### src/rtl/spram_ctrl.sv
// Byte-addressed request/response front end for a 16-bit x 16K single-port SPRAM macro.
// Handles byte and 16-bit little-endian accesses; unaligned words take two SPRAM cycles.
module spram_ctrl #(
    parameter int unsigned AW = 15,
    parameter int unsigned DW = 16
) (
    input  logic          clk,
    input  logic          rst_n,
    input  logic          req_valid,
    output logic          req_ready,
    input  logic          req_we,
    input  logic          req_byte,
    input  logic [AW-1:0] req_addr,
    input  logic [DW-1:0] req_wdata,
    output logic          rsp_valid,
    output logic [DW-1:0] rsp_rdata,
    output logic [AW-2:0] ram_ad,
    output logic [DW-1:0] ram_di,
    output logic [3:0]    ram_maskwe,
    output logic          ram_we,
    output logic          ram_cs,
    input  logic [DW-1:0] ram_do,
    output logic          ram_stdby,
    output logic          ram_sleep,
    output logic          ram_pwroff_n
);

    typedef enum logic [1:0] {StIdle, StAcc1, StAcc2, StCap} state_e;

    state_e        state_q, state_d;
    logic [AW-2:0] ram_ad_q, ram_ad_d;
    logic [DW-1:0] ram_di_q, ram_di_d;
    logic [3:0]    ram_maskwe_q, ram_maskwe_d;
    logic          ram_we_q, ram_we_d;
    logic          ram_cs_q, ram_cs_d;
    logic          rsp_valid_q, rsp_valid_d;
    logic [DW-1:0] rsp_rdata_q, rsp_rdata_d;

    // Attributes of the request in flight, captured at accept.
    logic          we_q, we_d;
    logic          byte_q, byte_d;
    logic          lane_q, lane_d;
    logic          split_q, split_d;
    logic [AW-2:0] w_q, w_d;
    logic [7:0]    hold_q, hold_d;

    always_ff @(posedge clk) begin
        if (!rst_n) begin
            state_q      <= StIdle;
            ram_ad_q     <= '0;
            ram_di_q     <= '0;
            ram_maskwe_q <= '0;
            ram_we_q     <= 1'b0;
            ram_cs_q     <= 1'b0;
            rsp_valid_q  <= 1'b0;
            rsp_rdata_q  <= '0;
            we_q         <= 1'b0;
            byte_q       <= 1'b0;
            lane_q       <= 1'b0;
            split_q      <= 1'b0;
            w_q          <= '0;
            hold_q       <= '0;
        end else begin
            state_q      <= state_d;
            ram_ad_q     <= ram_ad_d;
            ram_di_q     <= ram_di_d;
            ram_maskwe_q <= ram_maskwe_d;
            ram_we_q     <= ram_we_d;
            ram_cs_q     <= ram_cs_d;
            rsp_valid_q  <= rsp_valid_d;
            rsp_rdata_q  <= rsp_rdata_d;
            we_q         <= we_d;
            byte_q       <= byte_d;
            lane_q       <= lane_d;
            split_q      <= split_d;
            w_q          <= w_d;
            hold_q       <= hold_d;
        end
    end

    always_comb begin
        state_d      = state_q;
        ram_ad_d     = ram_ad_q;
        ram_di_d     = ram_di_q;
        ram_maskwe_d = ram_maskwe_q;
        ram_we_d     = ram_we_q;
        ram_cs_d     = ram_cs_q;
        rsp_valid_d  = 1'b0;
        rsp_rdata_d  = rsp_rdata_q;
        we_d         = we_q;
        byte_d       = byte_q;
        lane_d       = lane_q;
        split_d      = split_q;
        w_d          = w_q;
        hold_d       = hold_q;

        unique case (state_q)
            StIdle: begin
                if (req_valid) begin
                    we_d     = req_we;
                    byte_d   = req_byte;
                    lane_d   = req_addr[0];
                    split_d  = !req_byte && req_addr[0];
                    w_d      = req_addr[AW-1:1];
                    ram_ad_d = req_addr[AW-1:1];
                    ram_cs_d = 1'b1;
                    ram_we_d = req_we;
                    if (!req_we) begin
                        ram_maskwe_d = 4'b0000;
                    end else if (req_byte) begin
                        ram_di_d     = {req_wdata[7:0], req_wdata[7:0]};
                        ram_maskwe_d = req_addr[0] ? 4'b1100 : 4'b0011;
                    end else if (req_addr[0]) begin
                        // Both halves of a split write share this word: low byte
                        // goes high in the first access, high byte low in the second.
                        ram_di_d     = {req_wdata[7:0], req_wdata[15:8]};
                        ram_maskwe_d = 4'b1100;
                    end else begin
                        ram_di_d     = req_wdata;
                        ram_maskwe_d = 4'b1111;
                    end
                    state_d = StAcc1;
                end
            end
            StAcc1: begin
                if (split_q) begin
                    ram_ad_d     = w_q + {{(AW-2){1'b0}}, 1'b1};
                    ram_maskwe_d = we_q ? 4'b0011 : 4'b0000;
                    ram_we_d     = we_q;
                    ram_cs_d     = 1'b1;
                    state_d      = StAcc2;
                end else begin
                    ram_cs_d     = 1'b0;
                    ram_we_d     = 1'b0;
                    ram_maskwe_d = 4'b0000;
                    state_d      = StCap;
                end
            end
            StAcc2: begin
                hold_d       = ram_do[15:8];
                ram_cs_d     = 1'b0;
                ram_we_d     = 1'b0;
                ram_maskwe_d = 4'b0000;
                state_d      = StCap;
            end
            StCap: begin
                rsp_valid_d = 1'b1;
                if (we_q) begin
                    rsp_rdata_d = '0;
                end else if (byte_q) begin
                    rsp_rdata_d = {8'h00, lane_q ? ram_do[15:8] : ram_do[7:0]};
                end else if (split_q) begin
                    rsp_rdata_d = {ram_do[7:0], hold_q};
                end else begin
                    rsp_rdata_d = ram_do;
                end
                state_d = StIdle;
            end
            default: state_d = StIdle;
        endcase
    end

    assign req_ready    = (state_q == StIdle);
    assign rsp_valid    = rsp_valid_q;
    assign rsp_rdata    = rsp_rdata_q;
    assign ram_ad       = ram_ad_q;
    assign ram_di       = ram_di_q;
    assign ram_maskwe   = ram_maskwe_q;
    assign ram_we       = ram_we_q;
    assign ram_cs       = ram_cs_q;
    assign ram_stdby    = 1'b0;
    assign ram_sleep    = 1'b0;
    assign ram_pwroff_n = 1'b1;

endmodule

### config.mk
export PLATFORM = sky130hd
export DESIGN_NAME = spram_ctrl
export DESIGN_NICKNAME = d
export VERILOG_FILES = /design/src/rtl/spram_ctrl.sv
export SDC_FILE = /design/constraint.sdc
export NUM_CORES = 1
export LEC_CHECK = 0
export ABC_AREA = 0
export BUFFER_PORTS_ARGS = -buffer_cell sky130_fd_sc_hd__buf_2
export CAP_MARGIN = 20
export CORE_MARGIN = 5
export CORE_UTILIZATION = 41
export CTS_BUF_LIST = sky130_fd_sc_hd__clkbuf_4 sky130_fd_sc_hd__clkbuf_8
export CTS_CLUSTER_SIZE = 8
export DETAILED_ROUTE_END_ITERATION = 8
export MAX_ROUTING_LAYER = met4
export PLACE_DENSITY_LB_ADDON = 0.08
export SETUP_SLACK_MARGIN = 0.05
export SLEW_MARGIN = 25
export SYNTH_ARGS = -nofsm -noshare
export SYNTH_HDL_FRONTEND = slang
export SYNTH_SLANG_ARGS = --single-unit
### constraint.sdc
create_clock -name clk -period 3.11 [get_ports clk]
set_input_delay 0.311 -clock clk [delete_from_list [all_inputs] [get_ports clk]]
set_output_delay 0.311 -clock clk [all_outputs]
set_load 0.02 [all_outputs]
==> flow_metrics.env <==
export IMPL_synth_avg_cell_area_um2=8.67
export IMPL_cts_buffers=9
export IMPL_reg2reg_to="ram_ad[2]"
export IMPL_synthAdderAreaFrac=0.0196
export IMPL_num_io_pins=109
export IMPL_finalMaxSlewViolations=0
export IMPL_synth_top_family_by_area="compound AO/OA/AOI/OAI gates"
export IMPL_cts_clk_slew_worst_paths_ps=90
export IMPL_async_reset_ff_frac=0
export IMPL_antenna_found_initial=0
export IMPL_clk_path_buf_depth=2
export IMPL_vdd_drop_max_mv=0.384
export IMPL_cts_tree="done"
export IMPL_worst_setup_path_type="reg2reg"
export IMPL_crit_arrival_ps=2420
export IMPL_cts_hold_buf=0
export IMPL_synth_compound_area_frac=0.190
export IMPL_drt_iter0_markers=100
export IMPL_grtUsageMet2=0.313
export IMPL_cts_resized=0
export IMPL_final_period_utilization=0.704
export IMPL_dpl_worst_slack_ps=947
export IMPL_area_growth_pct=18.9
export IMPL_dpl_cell_area_um2=4340
export IMPL_drive_gt1_frac=0.252
export IMPL_grt_max_degree=51
export IMPL_max_freq_mhz=457
export IMPL_synth_xor_area_frac=0.0160
export IMPL_die_area_um2=11400
export IMPL_slew_headroom=0.495
export IMPL_hold_violations=0
export IMPL_vias=3457
export IMPL_die_h_um=107
export IMPL_muxShareOfSynthArea=0.121
export IMPL_start_util=0.418
export IMPL_fin_nets=584
export IMPL_rsz0062_at_grt="no"
export IMPL_routedWlPerCell_um=16.0
export IMPL_ys_seq_area_frac=0.414
export IMPL_synth_edf_count=0
export IMPL_dp_cells=626
export IMPL_grt_busiest_layer="met2"
export IMPL_crit_fanout=18
export IMPL_via_per_inst=5.38
export IMPL_startpoint="state_q[0]"
export IMPL_use_met1=0.232
export IMPL_clock_sinks=79
export IMPL_yosysTopAreaCell="dfxtp_1"
export IMPL_setup_ws_ps=920
export IMPL_ys_warn_count=0
export IMPL_layout_min_cycle_time_ps=2190
export IMPL_cts_htree_levels=3
export IMPL_fin_skew_ps=11.6
export IMPL_route_detailed_drc=0
export IMPL_yosys_area_share_simple=0.183
export IMPL_cts_root_buffer="clkbuf_8"
export IMPL_worstSetupStartpointType="flip-flop"
export IMPL_layout_cells_non_filler=642
export IMPL_antenna_cells=0
export IMPL_syn_inst=441
export IMPL_synth_top_area_share=0.414
export IMPL_ant_nets=0
export IMPL_gp_congestion=0.830
export IMPL_grt_pass1_vias=3401
export IMPL_p_per_area_nw_per_um2=828
export IMPL_holdCritPathClass="in2reg"
export IMPL_clk_insertion_delay_late_ps=350
export IMPL_endpoint_kind="flip-flop"
export IMPL_r2r_cells=7
export IMPL_rows=35
export IMPL_core_um2=9150
export IMPL_overflow=0
export IMPL_drt_wl_total_um=10300
export IMPL_grt_pass1_wl_um=16800
export IMPL_fin_area_um2=4550
export IMPL_rrSetupSlack_ps=920
export IMPL_maxCapViolations=0
export IMPL_grt_use_total=0.188
export IMPL_post_dp_hpwl_um=7200
export IMPL_netlist_area_um2=3820
export IMPL_use_met3=0.0452
export IMPL_setup_viol=0
export IMPL_io_buffers=105
export IMPL_synth_ff_type="dfxtp_1"
export IMPL_setup_worst_path_end="ram_ad[2]"
export IMPL_fin_tns_setup_ps=0
export IMPL_synth_area_leaders="dfxtp_1 (41%), mux2i_1 (12%), nand2_1 (6.3%)"
export IMPL_leakagePower_nw=1.90
export IMPL_die_w_um=107
export IMPL_p_total_mw=3.76
export IMPL_rr_startpoint="state_q[0]"
export IMPL_yosysUniqueCellTypes=50
export IMPL_yosys_register_bits=79
export IMPL_dr_pass1_iters=4
export IMPL_worstPathRequired_ps=3340
export IMPL_postCtsSetupRepairBufs=0
export IMPL_outcome="complete, no violations"
export IMPL_tightest_slew_ps=757
## cell usage after synthesis, types with 2 or more instances
library cell and instances:
nand4_1 5, clkbuf_1 14, dfxtp_1 79, or4_1 3
a211oi_1 8, nand2b_1 8, a311oi_1 8, o211a_1 2
a211oi_2 2, nand2_1 64, a21oi_1 35, clkbuf_2 2
buf_2 9, o22a_1 7, xnor2_1 5, a2bb2oi_1 8
and2_1 2, o21ai_0 13, nor2b_1 2, o211ai_1 10
buf_1 4, nor2_1 45, buf_4 6, conb_1 2
and3_1 6, o21a_1 2, inv_1 6, buf_6 2
ha_1 6, and4_1 2, mux2i_1 45, nand3_1 6
o22ai_1 5, xor2_1 2
## state kept, by name, summed over array words and instances, names as in the netlist
name	flops
ram_di	16
ram_maskwe	2
byte_q	1
split_q	1
ram_we	1
ram_ad	14
w_q	14
lane_q	1
hold_q	8
rsp_valid	1
ram_cs	1
rsp_rdata	16
state_q	2
we_q	1
## power breakdown
group	switching (mW)	internal (mW)
Combinational	0.961	0.582
Clock	0.393	0.397
Sequential	0.174	1.26
Total	1.53	2.23
## cell families after synthesis
family | after synthesis
XOR/XNOR | 7
other | 2
flip-flops | 79
adder cells (fa/ha/maj) | 6
buffers and inverters | 43
AND/OR/NAND/NOR | 151
multiplexers | 46
AO/OA/AOI/OAI | 107
## how the worst min path moves through the flow
stage	from	to	slack [ps]	cells after the start
finish	req_addr[5]	w_q[4]	210	3
global route	req_addr[4]	w_q[3]	190	3
CTS	req_addr[5]	w_q[4]	190	3
detailed placement	rsp_rdata[6]	rsp_rdata[6]	460	2
global placement	rsp_rdata[5]	rsp_rdata[5]	450	2
floorplan	req_addr[11]	w_q[10]	450	2
## area by class of cell
cell class	instances	area, um^2
well taps	111	139
inverters	6	22.5
flip-flops and latches	79	1580
multi-input cells	320	2030
clock inverters	6	68.8
clock buffers	10	138
fillers	919	4610
repair buffers	110	563
## per-layer routing
metal	wire length, um	part of all wire	vias to the layer above
li1	-	-	1729
met1	4650	0.45	1612
met2	4920	0.48	102
met3	600	0.058	14
met4	121	0.012	0
met5	0	0	-
## through the flow
stage / hold slack (ps) / util
2_1_floorplan: 447 / -
3_3_place_gp: 451 / 0.474
3_5_place_dp: 455 / 0.474
4_1_cts: 185 / 0.497
5_1_grt: 190 / 0.497
6_report: 207 / 0.497
## placed cells by master (no fill, tap or decap), drive strengths merged, types with 5 or more instances in the layout
cell / netlist / final
o211ai: 10 / 10
xnor2: 5 / 5
ha: 6 / 6
buf: 21 / 110
a311oi: 8 / 8
o22a: 7 / 7
inv: 6 / 7
nand4: 5 / 5
o22ai: 6 / 6
a21oi: 35 / 35
nand3: 7 / 7
o21ai: 14 / 14
dfxtp: 79 / 79
a211oi: 10 / 10
a2bb2oi: 8 / 8
clkbuf: 16 / 10
mux2i: 45 / 45
nand2b: 8 / 8
nand2: 64 / 64
and3: 6 / 6
nor2: 45 / 45
## critical path, cell delays in order, from the launching register on
cell	delay, ps
dfxtp_1	340
inv_1	140
ha_1	320
nor2b_1	660
nor3_4	140
buf_4	240
mux2i_1	160
nor2_1	50
Power figures use the tool's default switching activity.
